`config.mk`:
```
export PLATFORM = sky130hd
export DESIGN_NAME = mem_access
export DESIGN_NICKNAME = d
export VERILOG_FILES = /design/src/rtl/mem_access_pkg.sv /design/src/rtl/mem_lane_fmt.sv /design/src/rtl/mem_access.sv
export SDC_FILE = /design/constraint.sdc
export NUM_CORES = 1
export LEC_CHECK = 0
export CAP_MARGIN = 20
export CORE_UTILIZATION = 45
export CTS_CLUSTER_DIAMETER = 60
export CTS_CLUSTER_SIZE = 40
export DETAILED_ROUTE_END_ITERATION = 16
export PLACE_DENSITY = 0.94
export SYNTH_ARGS = -nofsm -noshare
export SYNTH_HDL_FRONTEND = slang
export SYNTH_HIERARCHICAL = 1
export SYNTH_SLANG_ARGS = --single-unit
export TNS_END_PERCENT = 10
```
`constraint.sdc`:
```
create_clock -name clk_i -period 5.4 [get_ports clk_i]
set_input_delay 1.62 -clock clk_i [delete_from_list [all_inputs] [get_ports clk_i]]
set_output_delay 1.62 -clock clk_i [all_outputs]
set_load 0.005 [all_outputs]
```
`src/rtl/mem_access_pkg.sv`:
```
// Shared definitions for the memory-stage access unit: widths, opcodes,
// exception causes, FSM states and opcode classification helpers.
package mem_access_pkg;

    localparam int ADDR_WIDTH  = 32;
    localparam int DATA_WIDTH  = 32;
    localparam int RADDR_WIDTH = 5;
    localparam int RDATA_WIDTH = 32;

    localparam logic [3:0] MEM_NOP = 4'd0;
    localparam logic [3:0] MEM_LB  = 4'd1;
    localparam logic [3:0] MEM_LH  = 4'd2;
    localparam logic [3:0] MEM_LW  = 4'd3;
    localparam logic [3:0] MEM_LBU = 4'd4;
    localparam logic [3:0] MEM_LHU = 4'd5;
    localparam logic [3:0] MEM_SB  = 4'd6;
    localparam logic [3:0] MEM_SH  = 4'd7;
    localparam logic [3:0] MEM_SW  = 4'd8;

    localparam logic [3:0] EXC_LOAD_MISALIGN  = 4'd4;
    localparam logic [3:0] EXC_LOAD_FAULT     = 4'd5;
    localparam logic [3:0] EXC_STORE_MISALIGN = 4'd6;
    localparam logic [3:0] EXC_STORE_FAULT    = 4'd7;

    typedef enum logic [1:0] {
        ST_IDLE = 2'd0,
        ST_REQ  = 2'd1,
        ST_DONE = 2'd2
    } state_e;

    function automatic logic is_load(input logic [3:0] op);
        case (op)
            MEM_LB, MEM_LH, MEM_LW, MEM_LBU, MEM_LHU: return 1'b1;
            default:                                  return 1'b0;
        endcase
    endfunction

    function automatic logic is_store(input logic [3:0] op);
        case (op)
            MEM_SB, MEM_SH, MEM_SW: return 1'b1;
            default:                return 1'b0;
        endcase
    endfunction

    function automatic logic is_misaligned(input logic [3:0] op, input logic [1:0] lo);
        case (op)
            MEM_LH, MEM_LHU, MEM_SH: return lo[0];
            MEM_LW, MEM_SW:          return lo != 2'b00;
            default:                 return 1'b0;
        endcase
    endfunction

endpackage

```
`src/rtl/mem_lane_fmt.sv`:
```
// Combinational byte-lane formatting: store select/replication and load
// extract with sign or zero extension.
module mem_lane_fmt
    import mem_access_pkg::*;
(
    input  logic [3:0]             op_i,
    input  logic [1:0]             addr_lo_i,
    input  logic [DATA_WIDTH-1:0]  st_data_i,
    input  logic [DATA_WIDTH-1:0]  ld_data_i,
    output logic [3:0]             sel_o,
    output logic [DATA_WIDTH-1:0]  wdata_o,
    output logic [RDATA_WIDTH-1:0] ld_result_o
);

    logic [7:0]  byte_v;
    logic [15:0] half_v;
    logic [3:0]  byte_sel;
    logic [3:0]  half_sel;

    always_comb begin
        byte_v = ld_data_i[7:0];
        case (addr_lo_i)
            2'd0:    byte_v = ld_data_i[7:0];
            2'd1:    byte_v = ld_data_i[15:8];
            2'd2:    byte_v = ld_data_i[23:16];
            default: byte_v = ld_data_i[31:24];
        endcase
        half_v   = addr_lo_i[1] ? ld_data_i[31:16] : ld_data_i[15:0];
        byte_sel = 4'b0001 << addr_lo_i;
        half_sel = addr_lo_i[1] ? 4'b1100 : 4'b0011;

        sel_o       = '0;
        wdata_o     = '0;
        ld_result_o = '0;
        case (op_i)
            MEM_LB: begin
                sel_o       = byte_sel;
                ld_result_o = {{24{byte_v[7]}}, byte_v};
            end
            MEM_LBU: begin
                sel_o       = byte_sel;
                ld_result_o = {24'd0, byte_v};
            end
            MEM_LH: begin
                sel_o       = half_sel;
                ld_result_o = {{16{half_v[15]}}, half_v};
            end
            MEM_LHU: begin
                sel_o       = half_sel;
                ld_result_o = {16'd0, half_v};
            end
            MEM_LW: begin
                sel_o       = 4'b1111;
                ld_result_o = ld_data_i;
            end
            MEM_SB: begin
                sel_o   = byte_sel;
                wdata_o = {4{st_data_i[7:0]}};
            end
            MEM_SH: begin
                sel_o   = half_sel;
                wdata_o = {2{st_data_i[15:0]}};
            end
            MEM_SW: begin
                sel_o   = 4'b1111;
                wdata_o = st_data_i;
            end
            default: ;
        endcase
    end

endmodule

```
`src/rtl/mem_access.sv`:
```
// Memory-stage access unit: runs one load/store at a time on a req/ack bus,
// stalls the pipeline meanwhile, and formats write-back data and exceptions.
module mem_access
    import mem_access_pkg::*;
#(
    parameter int unsigned TIMEOUT_CYCLES = 255
) (
    input  logic                   clk_i,
    input  logic                   rst_i,
    input  logic [RADDR_WIDTH-1:0] reg_waddr_i,
    input  logic                   reg_we_i,
    input  logic [RDATA_WIDTH-1:0] reg_wdata_i,
    input  logic [ADDR_WIDTH-1:0]  mem_addr_i,
    input  logic [DATA_WIDTH-1:0]  mem_data_i,
    input  logic [3:0]             mem_op_i,
    input  logic                   flush_int_i,
    output logic                   bus_req_o,
    output logic                   bus_we_o,
    output logic [ADDR_WIDTH-1:0]  bus_addr_o,
    output logic [DATA_WIDTH-1:0]  bus_wdata_o,
    output logic [3:0]             bus_sel_o,
    input  logic [DATA_WIDTH-1:0]  bus_rdata_i,
    input  logic                   bus_ack_i,
    input  logic                   bus_err_i,
    output logic                   stall_req_o,
    output logic [RADDR_WIDTH-1:0] reg_waddr_o,
    output logic                   reg_we_o,
    output logic [RDATA_WIDTH-1:0] reg_wdata_o,
    output logic                   exc_valid_o,
    output logic [3:0]             exc_cause_o,
    output logic [ADDR_WIDTH-1:0]  exc_tval_o
);

    localparam logic [7:0] CNT_LAST = 8'(TIMEOUT_CYCLES - 1);

    state_e                 state_q, state_d;
    logic [7:0]             cnt_q, cnt_d;
    logic                   flush_q, flush_d;
    logic                   fault_q, fault_d;
    logic                   we_q, we_d;
    logic [3:0]             op_q, op_d;
    logic [3:0]             sel_q, sel_d;
    logic [ADDR_WIDTH-1:0]  addr_q, addr_d;
    logic [DATA_WIDTH-1:0]  wdata_q, wdata_d;
    logic [RDATA_WIDTH-1:0] rdata_q, rdata_d;

    logic                   issue;
    logic                   misaligned;
    logic                   kill;
    logic [3:0]             fmt_op;
    logic [1:0]             fmt_lo;
    logic [3:0]             fmt_sel;
    logic [DATA_WIDTH-1:0]  fmt_wdata;
    logic [RDATA_WIDTH-1:0] fmt_ld;

    // One formatter serves both phases: live inputs build the store lanes at
    // issue, the latched op/address extract the load data on ack.
    assign fmt_op = (state_q == ST_IDLE) ? mem_op_i : op_q;
    assign fmt_lo = (state_q == ST_IDLE) ? mem_addr_i[1:0] : addr_q[1:0];

    mem_lane_fmt u_lane_fmt (
        .op_i        (fmt_op),
        .addr_lo_i   (fmt_lo),
        .st_data_i   (mem_data_i),
        .ld_data_i   (bus_rdata_i),
        .sel_o       (fmt_sel),
        .wdata_o     (fmt_wdata),
        .ld_result_o (fmt_ld)
    );

    assign issue      = (is_load(mem_op_i) || is_store(mem_op_i)) && !flush_int_i;
    assign misaligned = is_misaligned(mem_op_i, mem_addr_i[1:0]);
    assign kill       = flush_q || flush_int_i;

    always_comb begin
        state_d = state_q;
        cnt_d   = cnt_q;
        flush_d = flush_q;
        fault_d = fault_q;
        we_d    = we_q;
        op_d    = op_q;
        sel_d   = sel_q;
        addr_d  = addr_q;
        wdata_d = wdata_q;
        rdata_d = rdata_q;

        bus_req_o   = 1'b0;
        bus_we_o    = 1'b0;
        bus_addr_o  = '0;
        bus_wdata_o = '0;
        bus_sel_o   = '0;
        stall_req_o = 1'b0;
        reg_waddr_o = reg_waddr_i;
        reg_we_o    = 1'b0;
        reg_wdata_o = '0;
        exc_valid_o = 1'b0;
        exc_cause_o = '0;
        exc_tval_o  = '0;

        unique case (state_q)
            ST_IDLE: begin
                if (!issue) begin
                    reg_we_o    = reg_we_i;
                    reg_wdata_o = reg_wdata_i;
                end else if (misaligned) begin
                    exc_valid_o = 1'b1;
                    exc_cause_o = is_load(mem_op_i) ? EXC_LOAD_MISALIGN : EXC_STORE_MISALIGN;
                    exc_tval_o  = mem_addr_i;
                end else begin
                    stall_req_o = 1'b1;
                    state_d     = ST_REQ;
                    cnt_d       = '0;
                    flush_d     = 1'b0;
                    fault_d     = 1'b0;
                    op_d        = mem_op_i;
                    addr_d      = mem_addr_i;
                    we_d        = is_store(mem_op_i);
                    sel_d       = fmt_sel;
                    wdata_d     = fmt_wdata;
                end
            end
            ST_REQ: begin
                bus_req_o   = 1'b1;
                stall_req_o = 1'b1;
                bus_we_o    = we_q;
                bus_addr_o  = {addr_q[ADDR_WIDTH-1:2], 2'b00};
                bus_wdata_o = wdata_q;
                bus_sel_o   = sel_q;
                cnt_d       = cnt_q + 8'd1;
                if (flush_int_i) flush_d = 1'b1;
                if (bus_err_i) begin
                    fault_d = 1'b1;
                    state_d = ST_DONE;
                end else if (bus_ack_i) begin
                    rdata_d = fmt_ld;
                    state_d = ST_DONE;
                end else if (cnt_q == CNT_LAST) begin
                    fault_d = 1'b1;
                    state_d = ST_DONE;
                end
            end
            ST_DONE: begin
                state_d     = ST_IDLE;
                cnt_d       = '0;
                flush_d     = 1'b0;
                fault_d     = 1'b0;
                reg_wdata_o = is_load(op_q) ? rdata_q : reg_wdata_i;
                reg_we_o    = is_load(op_q) && reg_we_i && !fault_q && !kill;
                if (fault_q && !kill) begin
                    exc_valid_o = 1'b1;
                    exc_cause_o = is_load(op_q) ? EXC_LOAD_FAULT : EXC_STORE_FAULT;
                    exc_tval_o  = addr_q;
                end
            end
            default: state_d = ST_IDLE;
        endcase

        if (rst_i) begin
            bus_req_o   = 1'b0;
            bus_we_o    = 1'b0;
            bus_addr_o  = '0;
            bus_wdata_o = '0;
            bus_sel_o   = '0;
            stall_req_o = 1'b0;
            reg_waddr_o = '0;
            reg_we_o    = 1'b0;
            reg_wdata_o = '0;
            exc_valid_o = 1'b0;
            exc_cause_o = '0;
            exc_tval_o  = '0;
        end
    end

    always_ff @(posedge clk_i) begin
        if (rst_i) begin
            state_q <= ST_IDLE;
            cnt_q   <= '0;
            flush_q <= 1'b0;
            fault_q <= 1'b0;
            we_q    <= 1'b0;
            op_q    <= MEM_NOP;
            sel_q   <= '0;
            addr_q  <= '0;
            wdata_q <= '0;
            rdata_q <= '0;
        end else begin
            state_q <= state_d;
            cnt_q   <= cnt_d;
            flush_q <= flush_d;
            fault_q <= fault_d;
            we_q    <= we_d;
            op_q    <= op_d;
            sel_q   <= sel_d;
            addr_q  <= addr_d;
            wdata_q <= wdata_d;
            rdata_q <= rdata_d;
        end
    end

endmodule
```
### Word level (Yosys, flattened, before mapping)

Index checks and enable logic that the tools add are counted.

| storage, ports and cells | value |
|---|---|
| flip-flop bits (word level) | 117 |
| memory bits (writable) | 0 |
| bits of input ports | 143 |
| bits in read-only memories | 0 |
| bits in latches | 0 |
| output and inout port bits | 146 |
| word-level logic and storage cells | 148 |
| memories kept | 0 |

| cells by class | value |
|---|---|
| add/sub/neg operators | 1 |
| reduce and logical (&&, ||, !) cells | 28 |
| magnitude comparators | 0 |
| bitwise operators | 2 |
| divide/modulo/power cells | 0 |
| muxes and demuxes | 74 |
| shift-type cells | 1 |
| equal/unequal tests | 32 |
| multiply operators | 0 |

Operators with widths:

| kind | number |
|---|---|
| 32-bit 2-to-1 mux | 11 |
| 32-bit one-hot mux with 5 select lines | 1 |
| 32-bit one-hot mux with 2 select lines | 2 |
| 32-bit one-hot mux with 3 select lines | 1 |
| 8-bit one-hot mux with 3 select lines | 2 |
| 4-bit by 3-bit == test with 1-bit output (second input constant) | 10 |
| 1-bit 2-to-1 mux | 28 |
| 4-bit by 2-bit == test with 1-bit output (second input constant) | 6 |
| 4-bit 2-to-1 mux | 5 |
| 16-bit 2-to-1 mux | 1 |
| 2-bit 2-to-1 mux | 8 |
| 8-bit 2-to-1 mux | 2 |
| 4-bit by 1-bit == test with 1-bit output (second input constant) | 3 |
| 4-bit one-hot mux with 3 select lines | 1 |
| 3-bit AND reduction | 4 |
| 3-bit OR reduction | 4 |
| 5-bit OR reduction | 2 |
| 3-bit 2-to-1 mux | 3 |
| 8-bit by 1-bit adder with 8-bit output (second input constant) | 1 |
| 4-bit == test (second input constant) | 2 |
| 8-bit == test (second input constant) | 1 |
| 1-bit one-hot mux with 2 select lines | 4 |
| 2-bit != test (second input constant) | 3 |
| 3-bit != test (second input constant) | 2 |
| other kinds (18) | 31 |

### Longest topological paths before layout

Gate-level depths: netlist of the first run.

| depth | value |
|---|---|
| word-level depth | 12 |
| depth in mapped cells | 10 |

### Modules after synthesis

The synthesis of the first run kept the hierarchy.

Modules (own cells, without submodules):

| module | instances | sequential area each (um^2) | area an instance (um^2) | cells each |
|---|---|---|---|---|
| mem_access | 1 | 2342.2 | 6142.1 | 813 |
| mem_lane_fmt | 1 | 0.0 | 1311.3 | 176 |

### Worst setup path before layout of the first run

Ideal clock, no wire load.

| timing path | value |
|---|---|
| path kind | input to output |
| start | input port mem_op_i[3] |
| end | output port exc_cause_o[2] |
| path slack | 326 ps |
| buffers on the path | 4 |
| arrival time | 3454 ps |
| stages on the path | 8 |
| required time | 3780 ps |
| cells stage by stage | buf_2 > or4b_1 > buf_6 > a2111oi_4 > buf_6 > nor2_1 > nor2_1 > buf_4 |

| on the way | value |
|---|---|
| word-level cells in the longest chain between the ends | 8 |

Ends and longest elaborated chain:

| element | RTL line | text |
|---|---|---|
| from (decl) | mem_access.sv:15 | `input logic [3:0] mem_op_i,` |
| 4-bit by 1-bit == test with 1-bit output (tied with other cells) | mem_access_pkg.sv:32 | `case (op)` |
| 5-bit OR reduction / 3-bit OR reduction (equally long branches) | mem_access_pkg.sv:32, mem_access_pkg.sv:39 |  |
| 1-bit 2-to-1 mux (on tied branches) | mem_access_pkg.sv:32, mem_access_pkg.sv:39 |  |
| 1-bit logical OR | mem_access.sv:71 | `assign issue = (is_load(mem_op_i) \|\| is_store(mem_op_i)) && !flush_int_i;` |
| 1-bit logical AND | mem_access.sv:71 |  |
| 3-bit 2-to-1 mux (*) | mem_access.sv:102 | `if (!issue) begin` |
| 3-bit one-hot mux with 2 select lines (*) | mem_access.sv:100 | `unique case (state_q)` |
| 4-bit 2-to-1 mux (*) | mem_access.sv:158 | `if (rst_i) begin` |
| to (decl) | mem_access.sv:30 | `output logic [3:0] exc_cause_o,` |

Every way passes the cells marked *; elsewhere a longest branch is shown, timed or not.

### Worst setup path in the final report of the first run

| timing path | value |
|---|---|
| start | input port mem_op_i[1] |
| end | output port reg_wdata_o[15] |

| on the way | value |
|---|---|
| word-level cells in the longest chain between the ends | 8 |

Ends and longest elaborated chain:

| element | RTL line | text |
|---|---|---|
| 4-bit by 1-bit == test with 1-bit output (tied with other cells) | mem_access_pkg.sv:32 |  |
| 5-bit OR reduction / 3-bit OR reduction (equally long branches) | mem_access_pkg.sv:32, mem_access_pkg.sv:39 |  |
| 1-bit 2-to-1 mux (on tied branches) | mem_access_pkg.sv:32, mem_access_pkg.sv:39 |  |
| 1-bit logical OR (*) | mem_access.sv:71 |  |
| 1-bit logical AND (*) | mem_access.sv:71 |  |
| 32-bit 2-to-1 mux (*) | mem_access.sv:102 |  |
| 32-bit one-hot mux with 2 select lines (*) | mem_access.sv:100 |  |
| 32-bit 2-to-1 mux (*) | mem_access.sv:158 |  |
| to (decl) | mem_access.sv:28 | `output logic [RDATA_WIDTH-1:0] reg_wdata_o,` |

Marks and branches as above.

==> flow_summary.ini, run 1 <==
[synth]
yosys_warnings = 6
synth-xor-area-share_pct = 0.470
synth_cell_types = 67
synth-seq-area-share_pct = 31.4
synth_edf_count = 0
synth_top_cell_by_area = dfxtp_1
ys.flop_type = dfxtp_1
syn_inst = 989
synth.area.mux_share_pct = 4.58
synth-seq-cells = 117
synth.cell_area_sq_um = 7450
synth_common_cells = 223 x nand2_1, 117 x dfxtp_1, 112 x a21oi_1
synth_top_area_share_pct = 31.4
yosysMostFrequentCell = nand2_1
synth_adder_area_share_pct = 0.336
synth_compound_area_share_pct = 26.8
synthArstFlopShare_pct = 0
synth_top_family_by_area = simple AND/OR/NAND/NOR gates
synth_simple_gate_area_share_pct = 29.9
syn_avg_cell_area_sq_um = 7.54
yosys-top-cells-area = dfxtp_1 31%, nand2_1 11%, a21oi_1 7.5%, and2_1 6.5%, a22oi_2 4.7%

[sta]
hold_viol = 0
max_freq_mhz = 186
rsz0062_at_grt = yes
finalMaxSlewViolations = 0
post-route-period-util_pct = 99.4
worst_pin_slew_ns = 1.00
skew_ns = 0.00877
slew_headroom_pct = 33.1
min_period_ns = 5.37
finalSetupViolations = 0

[placed_design]
port_buffers = 285
dpl.hpwl_um = 18400
gp_congestion = 0.883
place_inst = 1434

[clock_network]
cts_max_level = 4
clock_latency_ns = 0.41
cts.clk_slew.worst_paths_ns = 0.05
cts_buffers = 17
cts_tree = built
cts_max_path_buffers = 2
clock-sinks = 117
cts_root_buffer = clkbuf_16

[setup_path]
path_delay_family = buffers and inverters
startpoint_type = primary input
crit_chain = dlygate4sd2_1, o31a_1, buf_4, nor3_2, a211oi_4, buf_12, a22oi_1, nor2_1, clkdlybuf4s50_1
arrival_ns = 3.75
cp.depth = 9
reg2regPathDepth = 8
crit_required_ns = 3.78
crit_buf_inv = 4
cpPeakStageDelay_ns = 0.47
path_class = primary input to output pin
crit_slowest_cell = clkdlybuf4s50_1
cp-end-kind = output pin
path_max_fanout = 16

[route]
antenna_left = 0
drt_iter0_drc = 587
drcViolationCount = 0
dr.pass1.iters = 7
wl_um = 26800
via_count = 8369
vias_per_cell = 5.66
routedWlPerCell_um = 18.1

[floorplanning]
coreArea_sq_um = 16000
start_util_pct = 46.6
ios = 289
dieArea_sq_um = 17100
dieWidth_um = 131
die_y_um = 131
fp-row-count = 46

[job]
cap_violations = 0

[global_routing]
track_usage_pct = 30.6
grt_pass1_vias = 7864
antenna_found_initial = 2
grt_max_degree = 74
overflow = 0
grt_first_pass_wirelength_um = 40400

[power_and_ir_drop]
intPower_uw = 1850
swShare_pct = 27.4
power_density_nw_per_um2 = 229
seqPwrFrac_pct = 35.8
ir_drop_mv = 0.207
combPwrFrac_pct = 21.1
p_clk_share_pct = 43.1
cellLeakagePower_uw = 0.00417
p_switching_uw = 699

[final_layout]
fin_cells = 1479
utilization_pct = 69.6
area_growth_pct = 49.3
drive_above_1_share_pct = 16.1
final_nets = 1394
n_fill_cell = 1250

[worst_hold_path]
holdCritPathClass = flop to flop
min_path_cells = 2

[run_status]
status = finished, final reports clean
[sequential cells by signal, indices dropped and copies added, names as in the netlist]
name     flops
fault_q      1
op_q         4
wdata_q     32
we_q         1
addr_q      32
cnt_q        8
sel_q        4
rdata_q     32
flush_q      1
state_q      2
[area by class of cell]
class	instances	area [sq um]	area share, %
multi-input combinational	775	4720	42.4
antenna	1	2.50	0.0225
sequential	117	2340	21.0
timing repair buffer	328	3180	28.6
inverter	10	37.5	0.337
clock inverter	9	103	0.922
tap	216	270	2.43
clock buffer	23	468	4.20
[power groups by stage]
stage                     registers [uW]  clock network [uW]  logic [uW]
final                                912                1100         538
after CTS                            912                1110         531
after global routing                 915                1160         577
after floorplan                      921                   0         279
after global placement               929                   0         506
after detailed placement             930                   0         515
[cell families (layout without fill, tap and decap cells)]
| logic type | after synthesis | in the layout |
|---|---|---|
| compound gates | 277 | 277 |
| mux | 31 | 31 |
| xor+xnor | 4 | 4 |
| fa+ha+maj | 2 | 2 |
| simple gates | 458 | 458 |
| buf+inv | 99 | 370 |
| other cells | 1 | 4 |
| flops | 117 | 117 |
[final timing paths]
| path | startpoint | end | slack [ns] |
|---|---|---|---|
| worst min register to register | wdata_q[4] | wdata_q[4] | 0.45 |
| worst max register to register | state_q[0] | wdata_q[10] | 2.10 |
| worst min-delay path | wdata_q[4] | wdata_q[4] | 0.45 |
| worst max-delay path | mem_op_i[1] | reg_wdata_o[15] | 0.03 |
[metrics by stage]
step                      setup WS, ns  hold slack [ns]  power, uW  TNS, ns  cell area [sq um]
after floorplan                  0.326            0.432       1200        0               7460
after global placement          -0.468            0.437       1430   -21.50              10500
after detailed placement        -0.571            0.442       1450   -26.15              10500
after CTS                       0.0109            0.450       2550        0              11200
after global routing           -0.0887            0.465       2650   -0.714              11100
final                           0.0348            0.447       2550        0              11100
[timing repair]
item,4_1_cts,5_1_grt
hold buffers,0,0
gates cloned,2,0
endpoints found under the hold margin,0,0
setup endpoints to repair,69,52
pin swaps,4,1
resized for setup,59,70
setup buffers,9,0
[per-layer routing]
| layer | vias up | part of all wire (%) | GRT usage [%] |
|---|---|---|---|
| li1 | 3942 | - | - |
| met2 | 421 | 48 | 51.9 |
| met5 | - | 0.037 | 0 |
| met3 | 73 | 9.8 | 9.16 |
| met4 | 2 | 3.6 | 15.8 |
| met1 | 3931 | 38 | 34.7 |
[worst reg2reg max path, stage by stage (launching register included)]
cell and delay, ns:
dfxtp_1 0.52, nor2_1 0.61, mux2_2 0.73, nor4b_4 0.38, buf_4 0.27, a21o_1 0.28
a22o_1 0.22, nand2_1 0.08, a21oi_1 0.15
[layout by cell type (no fill, tap or decap), drive strengths merged, types with 3 or more instances in the layout]
cell           count
nor3               8
o21ai             31
a21oi            112
inv               10
nor2b             27
nand3              5
a22oi             70
and2              77
nand2            223
nand4              4
o221ai             4
clkbuf            53
dlygate4sd2        7
nand2b             3
conb               3
nor3b              4
a211oi             3
a221o              9
buf               46
and3b              3
clkdlybuf4s50    234
a22o              16
a32oi              7
dlymetal6s2s       9
o31ai              7
clkinvlp           3
a21o               3
and3               6
clkinv             4
nor2              82
mux2i             15
dfxtp            117
mux2              15
Note: power is estimated with default switching activity, not from simulation.
==> inputs of run 2 (changes only) <==
--- a/config.mk
+++ b/config.mk
@@ -5,12 +5,13 @@
 export SDC_FILE = /design/constraint.sdc
 export NUM_CORES = 1
 export LEC_CHECK = 0
+export ABC_AREA = 1
 export CAP_MARGIN = 20
-export CORE_UTILIZATION = 45
+export CORE_UTILIZATION = 49
 export CTS_CLUSTER_DIAMETER = 60
 export CTS_CLUSTER_SIZE = 40
 export DETAILED_ROUTE_END_ITERATION = 16
-export PLACE_DENSITY = 0.94
+export PLACE_DENSITY = 0.95
 export SYNTH_ARGS = -nofsm -noshare
 export SYNTH_HDL_FRONTEND = slang
 export SYNTH_HIERARCHICAL = 1
==> constraint.sdc (replaced) <==
create_clock -name clk_i -period 7 [get_ports clk_i]
set_input_delay 2.1 -clock clk_i [delete_from_list [all_inputs] [get_ports clk_i]]
set_output_delay 2.1 -clock clk_i [all_outputs]
set_load 0.005 [all_outputs]
==> run 2 against run 1 <==
Effect of this change:
- critical path depth rose by 2
- global-route usage rose by 1.8 points
- flip-flop and latch count did not move
- sequential share of layout area fell by 0.19 points
- combinational power fell by 11%
- power fell by 17%
- clock power fell by 17%
- area after synthesis rose by 5.6%
- first-iteration DRC count rose by 69%
- final area rose by 0.93%
- largest cell class unchanged
==> flow_summary.ini, run 2 <==
[synth]
syn_avg_cell_area_sq_um = 5.71
yosys_warnings = 6
synth-seq-cells = 117
synth_top_cell_by_area = dfxtp_1
synth_top_area_share_pct = 29.8
synth.cell_area_sq_um = 7870
synth-seq-area-share_pct = 29.8
ys.flop_type = dfxtp_1
synth_cell_types = 30
synthArstFlopShare_pct = 0
yosysMostFrequentCell = nand2_1
syn_inst = 1379
synth_edf_count = 0
yosys-top-cells-area = dfxtp_1 30%, nand2_1 18%, nor2_1 11%, nand3_1 9.4%, o21ai_0 8.8%
synth_common_cells = 376 x nand2_1, 240 x nor2_1, 148 x nand3_1

[clock_network]
cts.clk_slew.worst_paths_ns = 0.05
clock_latency_ns = 0.41
cts_tree = built
clock-sinks = 117
hold_buffers = 0
cts_max_path_buffers = 2
cts_root_buffer = clkbuf_16
cts_setup_buffers = 0
cts_buffers = 17
cts-resized-gates = 0
cts_max_level = 4

[sta]
post-route-period-util_pct = 95.2
rsz0062_at_grt = no
slew_headroom_pct = 28.1
finalSetupViolations = 0
min_period_ns = 6.67
hold_viol = 0
skew_ns = 0.00681
finalMaxSlewViolations = 0
fin_setup_tns_ns = 0
worst_pin_slew_ns = 1.08
max_freq_mhz = 150

[route]
drcViolationCount = 0
wl_um = 27900
drt_iter0_drc = 994
via_count = 10200
antenna_left = 0
vias_per_cell = 5.58
dr.pass1.iters = 8
routedWlPerCell_um = 15.3

[setup_path]
r2r-start = state_q[1]
crit_chain = clkdlybuf4s50_1, inv_1, nor2_1, nand2_1, nand3_1, nand3_1, inv_2, buf_12, nand3_1, a21oi_1, clkdlybuf4s50_1
arrival_ns = 4.57
path_delay_family = buffers and inverters
startpoint_type = primary input
crit_slowest_cell = clkdlybuf4s50_1
critPathLaunch = mem_op_i[2]
cpPeakStageDelay_ns = 0.60
crit_required_ns = 4.90
cp.depth = 11
cp-end-kind = output pin
path_class = primary input to output pin
crit_buf_inv = 5
reg2regPathDepth = 11
cpMostUsedCell = nand3_1
path_max_fanout = 23

[final_layout]
area_growth_pct = 42.8
regArea_sq_um = 2340
antennaDiodeCount = 0
n_fill_cell = 1271
drive_above_1_share_pct = 4.91
multi_input_area_sq_um = 4680
final_nets = 1743
final_common_cell = nand2_1
final_cell_mix = 375 x nand2_1, 284 x clkdlybuf4s50_1, 239 x nor2_1, 148 x nand3_1, 138 x o21ai_0
fin_cells = 1820
reg_top3 = addr_q (32), rdata_q (32), wdata_q (32)
stdcell_area_sq_um = 11200

[placed_design]
dpl.hpwl_um = 19200
dpl_cell_area_sq_um = 10600
gp_congestion = 0.888
port_buffers = 285
place_inst = 1790

[power_and_ir_drop]
combPwrFrac_pct = 22.5
ir_drop_mv = 0.182
cellLeakagePower_uw = 0.00453
power.total_uw = 2120
power_density_nw_per_um2 = 189
seqPwrFrac_pct = 34.6
swShare_pct = 28.6
intPower_uw = 1520
p_clk_share_pct = 42.9
p_switching_uw = 607

[worst_hold_path]
hp-start = rdata_q[24]
holdCritPathClass = flop to flop
min_path_cells = 2

[floorplanning]
die_y_um = 129
start_util_pct = 51.0
dieArea_sq_um = 16600
fp-row-count = 45
ios = 289
dieWidth_um = 129
coreArea_sq_um = 15400

[job]
cap_violations = 0

[global_routing]
grt_first_pass_wirelength_um = 42400
grt_max_degree = 106
antenna_found_initial = 0
overflow = 0
track_usage_pct = 32.4
grt_pass1_vias = 8763

[run_status]
status = finished, final reports clean
[run 2: logic make-up after synthesis]
family                     Yosys count  synth area share, %
other                                1               0.0477
adders and majority gates            2                0.318
and+or+nand+nor                    793                 41.5
buffers and inverters              196                 11.0
AOI/OAI and AO/OA                  270                 17.4
DFF                                117                 29.8
[run 2: cell type report]
| type | count | area share, % |
|---|---|---|
| Tap cell | 211 | 2.35 |
| Inverter | 96 | 3.21 |
| Sequential cell | 117 | 20.9 |
| Clock inverter | 10 | 1.38 |
| Timing Repair Buffer | 298 | 26.5 |
| Clock buffer | 20 | 4.07 |
| Multi-Input combinational cell | 1068 | 41.7 |
[run 2: metrics by stage]
stage               hold slack [ns]  utilization (%)  setup slack, ns
finish                        0.449             72.8            0.334
global route                  0.461             72.8            0.239
CTS                           0.448             72.8            0.394
detailed placement            0.441             68.8            0.405
global placement              0.436             68.8            0.529
floorplan                     0.425                -             1.69
[run 2: tightest hold or removal path: cells and delay by family (launching register included)]
| kind | cells | cell delay (ns) |
|---|---|---|
| flops | 1 | 0.29 |
| buf+inv | 1 | 0.06 |
| compound gates | 1 | 0.05 |
[run 2: final timing paths]
kind                     to  slack (ns)
min reg2reg     rdata_q[24]        0.45
max reg2reg     rdata_q[15]        3.17
max          exc_tval_o[15]        0.33
min             rdata_q[24]        0.45
[run 2: layer usage]
metal	vias up	GRT usage, %	share of wire, %
met5	-	0	0
met4	0	18.5	5.0
met3	113	6.53	9.5
met2	588	54.1	47
met1	4599	38.9	38
li1	4852	-	-
[run 2: power by group through the flow]
stage / sequential [uW] / clock, uW / combinational, uW
floorplan: 741 / 0 / 279
global placement: 745 / 0 / 456
CTS: 733 / 917 / 470
finish: 734 / 911 / 479
detailed placement: 746 / 0 / 467
global route: 738 / 950 / 524
==> inputs of run 3 (changes only) <==
--- a/config.mk
+++ b/config.mk
@@ -12,6 +12,7 @@
 export CTS_CLUSTER_SIZE = 40
 export DETAILED_ROUTE_END_ITERATION = 16
 export PLACE_DENSITY = 0.95
+export SETUP_SLACK_MARGIN = 0.3
 export SYNTH_ARGS = -nofsm -noshare
 export SYNTH_HDL_FRONTEND = slang
 export SYNTH_HIERARCHICAL = 1
==> run 3 against run 2 <==
Effect of this change:
- clock-buffer cell count unchanged
- utilization about the same
- die area did not move
- register-to-register slack about the same
- clock skew increased by 0.0016 ns
- first-iteration DRC count is 7.5% lower
- non-clock buffer count unchanged
- final cell count is the same
- wire length up 0.51%
- sequential share of layout area about the same
- largest power group unchanged
- highest routed layer unchanged
==> flow_summary.ini, run 3 (same netlist as run 2, synthesis figures left out) <==
[route]
via_count = 10200
routedWlPerCell_um = 15.4
wl_um = 28000
drt_iter0_drc = 919
dr.pass1.iters = 6
drcViolationCount = 0
vias_per_cell = 5.58
antenna_left = 0

[setup_path]
reg2regPathDepth = 11
r2r-start = state_q[1]
regToRegSetupSlack_ns = 3.18
crit_required_ns = 4.90
path_class = primary input to output pin
path_max_fanout = 23
endpoint = exc_tval_o[15]
startpoint_type = primary input
r2r_end = rdata_q[15]
cp-end-kind = output pin
critPathLaunch = mem_op_i[2]
arrival_ns = 4.53

[placed_design]
dpl_cell_area_sq_um = 10600
port_buffers = 285
gp_congestion = 0.888
dpl.hpwl_um = 19200

[global_routing]
grtUsageMet1_pct = 38.9
overflow = 0
antenna_found_initial = 0
grt_first_pass_wirelength_um = 42400
track_usage_pct = 32.4
grt_max_degree = 106
grt_pass1_vias = 8763
met3_usage_pct = 6.53
met2_usage_pct = 54.1
grt.busiest_layer = met2

[worst_hold_path]
holdCritPathClass = flop to flop

[floorplanning]
ios = 289
fp-row-count = 45
start_util_pct = 51.0
dieWidth_um = 129
coreArea_sq_um = 15400
die_y_um = 129
dieArea_sq_um = 16600

[clock_network]
cts_buffers = 17
cts_max_path_buffers = 2
cts_max_level = 4
cts_tree = built
hold_buffers = 0
cts.clk_slew.worst_paths_ns = 0.05
clock_latency_ns = 0.42
cts_root_buffer = clkbuf_16
clock-sinks = 117

[final_layout]
reg_top3 = addr_q (32), rdata_q (32), wdata_q (32)
area_growth_pct = 42.8
final_common_cell = nand2_1
final_cell_mix = 375 x nand2_1, 284 x clkdlybuf4s50_1, 239 x nor2_1, 148 x nand3_1, 138 x o21ai_0
drive_above_1_share_pct = 4.91
antennaDiodeCount = 0
n_fill_cell = 1273
final_nets = 1743
stdcell_area_sq_um = 11200

[sta]
max_freq_mhz = 151
finalSetupViolations = 0
post-route-period-util_pct = 94.7
hold_viol = 0
rsz0062_at_grt = yes
fin_setup_tns_ns = 0
slew_headroom_pct = 28.5
skew_ns = 0.00841
worst_pin_slew_ns = 1.07
finalMaxSlewViolations = 0
min_period_ns = 6.63

[power_and_ir_drop]
ir_drop_mv = 0.182
power_density_nw_per_um2 = 189
cellLeakagePower_uw = 0.00453

[job]
cap_violations = 0

[run_status]
status = finished, final reports clean
run 3: cell count changes in the layout (fill, tap and decap cells not counted):
cell   before  now
inv_2       9    8
inv_4       0    1
run 3: area by class of cell:
class / count / area (sq um) / share of cell area [%]
clock buffers: 20 / 457 / 4.06
repair buffers: 298 / 2970 / 26.5
multi-input cells: 1068 / 4680 / 41.7
inverters: 96 / 363 / 3.23
flip-flops and latches: 117 / 2340 / 20.8
well taps: 211 / 264 / 2.35
clock inverters: 10 / 155 / 1.38
run 3: routing by layer:
layer  wire length, um  share of wire, %  vias to the layer above
li1                  -                 -                     4853
met1             10700                38                     4601
met2             13300                47                      608
met3              2630               9.4                      102
met4              1380               4.9                        0
met5                 0                 0                        -
run 3: through the flow:
step	total power (uW)	utilization, %	worst slack, ns	hold WS [ns]	std cells
2_1_floorplan	1020	-	1.69	0.425	1381
3_3_place_gp	1200	68.8	0.529	0.436	1790
3_5_place_dp	1210	68.8	0.405	0.441	1790
4_1_cts	2120	72.8	0.394	0.448	1820
5_1_grt	2210	72.8	0.276	0.461	1820
6_report	2120	72.8	0.371	0.448	1820
run 3: worst min path at each step:
stage                      from     endpoint  slack (ns)  cells after the start
detailed placement  rdata_q[24]  rdata_q[24]        0.44                      2
global route        rdata_q[24]  rdata_q[24]        0.46                      2
CTS                 rdata_q[24]  rdata_q[24]        0.45                      2
floorplan            rdata_q[0]   rdata_q[0]        0.42                      2
global placement    rdata_q[28]  rdata_q[28]        0.44                      2
finish              rdata_q[24]  rdata_q[24]        0.45                      2
run 3: worst max-delay path, stage by stage:
cell             delay (ns)
clkdlybuf4s50_1        0.59
inv_1                  0.06
nor2_1                 0.12
nand2_1                0.06
nand3_1                0.11
nand3_1                0.22
inv_4                  0.25
buf_12                 0.19
nand3_1                0.10
a21oi_1                0.19
clkdlybuf4s50_1        0.52
run 3: where the power goes:
group	total (uW)	switching, uW	internal (uW)
Sequential	734	24.5	709
Combinational	479	280	199
Clock	909	302	607
Total	2120	606	1520
run 3: repair_timing:
action / 4_1_cts / 5_1_grt
gates resized for setup: 0 / 1
buffers inserted: 0 / 0
endpoints found under the setup margin: 0 / 17
==> patch: new RTL, settings of run 1 <==
Re-encode `state_e` (3 states) as one-hot, 3 bits wide.
--- a/src/rtl/mem_access_pkg.sv
+++ b/src/rtl/mem_access_pkg.sv
@@ -24,6 +24,6 @@
 
-    typedef enum logic [1:0] {
-        ST_IDLE = 2'd0,
-        ST_REQ  = 2'd1,
-        ST_DONE = 2'd2
+    typedef enum logic [2:0] {
+        ST_IDLE = 3'b001,
+        ST_REQ  = 3'b010,
+        ST_DONE = 3'b100
     } state_e;
Function: same outputs for any inputs over 4 cycles, from zero or initial values and one cycle with rst_i high; so few cycles prove little.
==> patch against run 1 <==
The run now ends with negative setup slack left. Sequential cell count up 1. Count of clock-buffer cells in the layout down 3. Final area down 0.29%. Area after synthesis down 2.0%. Clock skew down 0.0023 ns. Routed wire length down 4.9%. Power up 2.7%. Setup slack worse by 0.048 ns. Largest cell class unchanged.
==> patch: results (changes against run 1) <==
Critical path
  • Worst setup path endpoint: reg_wdata_o[14] (was reg_wdata_o[15])
  • Crit path largest cell delay: 0.51 ns (was 0.47 ns)
  • Setup crit start: mem_op_i[0] (was mem_op_i[1])

Status
  • Violated checks: negative setup slack
  • Outcome: finished, violations left (was finished clean)

Power
  • Comb power: 528 µW (was 538 µW)
  • Max VDD drop: 0.201 mV (was 0.207 mV)

Global route
  • Initial antenna violation count: 0 (was 2)
  • Total GRT Usage: 0.290 (was 0.306)
  • Largest net degree at the start of global routing: 87 (was 74)
  • First-pass GRT wire length: 38000 µm (was 40400 µm)

Synthesis
  • Synth top area cells: dfxtp_1 32%, nand2_1 12%, a21oi_1 7.7% (was dfxtp_1 31%, nand2_1 11%, a21oi_1 7.5%)
  • Synth Area in Compound Gates: 0.244 (was 0.268)
  • Cells after Synth: 992 (was 989)
  • Post-synthesis sequential area ratio: 0.324 (was 0.314)
  • Post-synthesis cell type count: 60 (was 67)

Layout
  • Share of layout cells above drive strength 1: 0.0889 (was 0.161)
  • Filler cells: 1256 (was 1250)
  • ANT cells: 0 (was 1)
  • Fin cells: 1476 (was 1479)
  • Seq/total area: 0.213 (was 0.210)
  • Multi-Input Combinational: 776 (was 775)
  • Inverter count: 11 (was 10)
  • Clock network share of area: 0.0556 (was 0.0513)

Timing
  • Setup ws final: -0.0130 ns (was 0.0348 ns)
  • Final setup vio count: 2 (was 0)
  • Worst Skew: 0.00645 ns (was 0.00877 ns)

Drt
  • Routed vias: 8291 (was 8369)
  • Drt first pass iters: 6 (was 7)

Placement
  • Post-DP HPWL: 17000 µm (was 18400 µm)
  • Final Wtd Congestion: 0.908 (was 0.883)
-- patch: cell types whose count changed after synthesis, moves of 3 or more --
| cell | change |
|---|---|
| a22oi_1 | +24 |
| o2111ai_1 | +4 |
| nand3_1 | +4 |
| nor2_2 | -29 |
| nand3b_1 | +5 |
| mux2i_1 | +4 |
| nor2_1 | +26 |
| buf_2 | -3 |
| a22oi_2 | -28 |
-- patch: per-layer routing --
layer | global-route usage | up-vias | wire, µm
met5 | 0 | - | 0
met4 | 0.147 | 0 | 931
met3 | 0.0863 | 74 | 2230
met2 | 0.496 | 436 | 12400
met1 | 0.327 | 3845 | 9900
li1 | - | 3936 | -
-- patch: repair_timing --
| action | in CTS | in global routing |
|---|---|---|
| gates resized for setup | 45 | 25 |
| endpoints found under the setup margin | 69 | 36 |
| pin swaps | 5 | 2 |
| cloned | 1 | 1 |
| setup buffers | 5 | 2 |
| endpoints found under the hold margin | 0 | 0 |
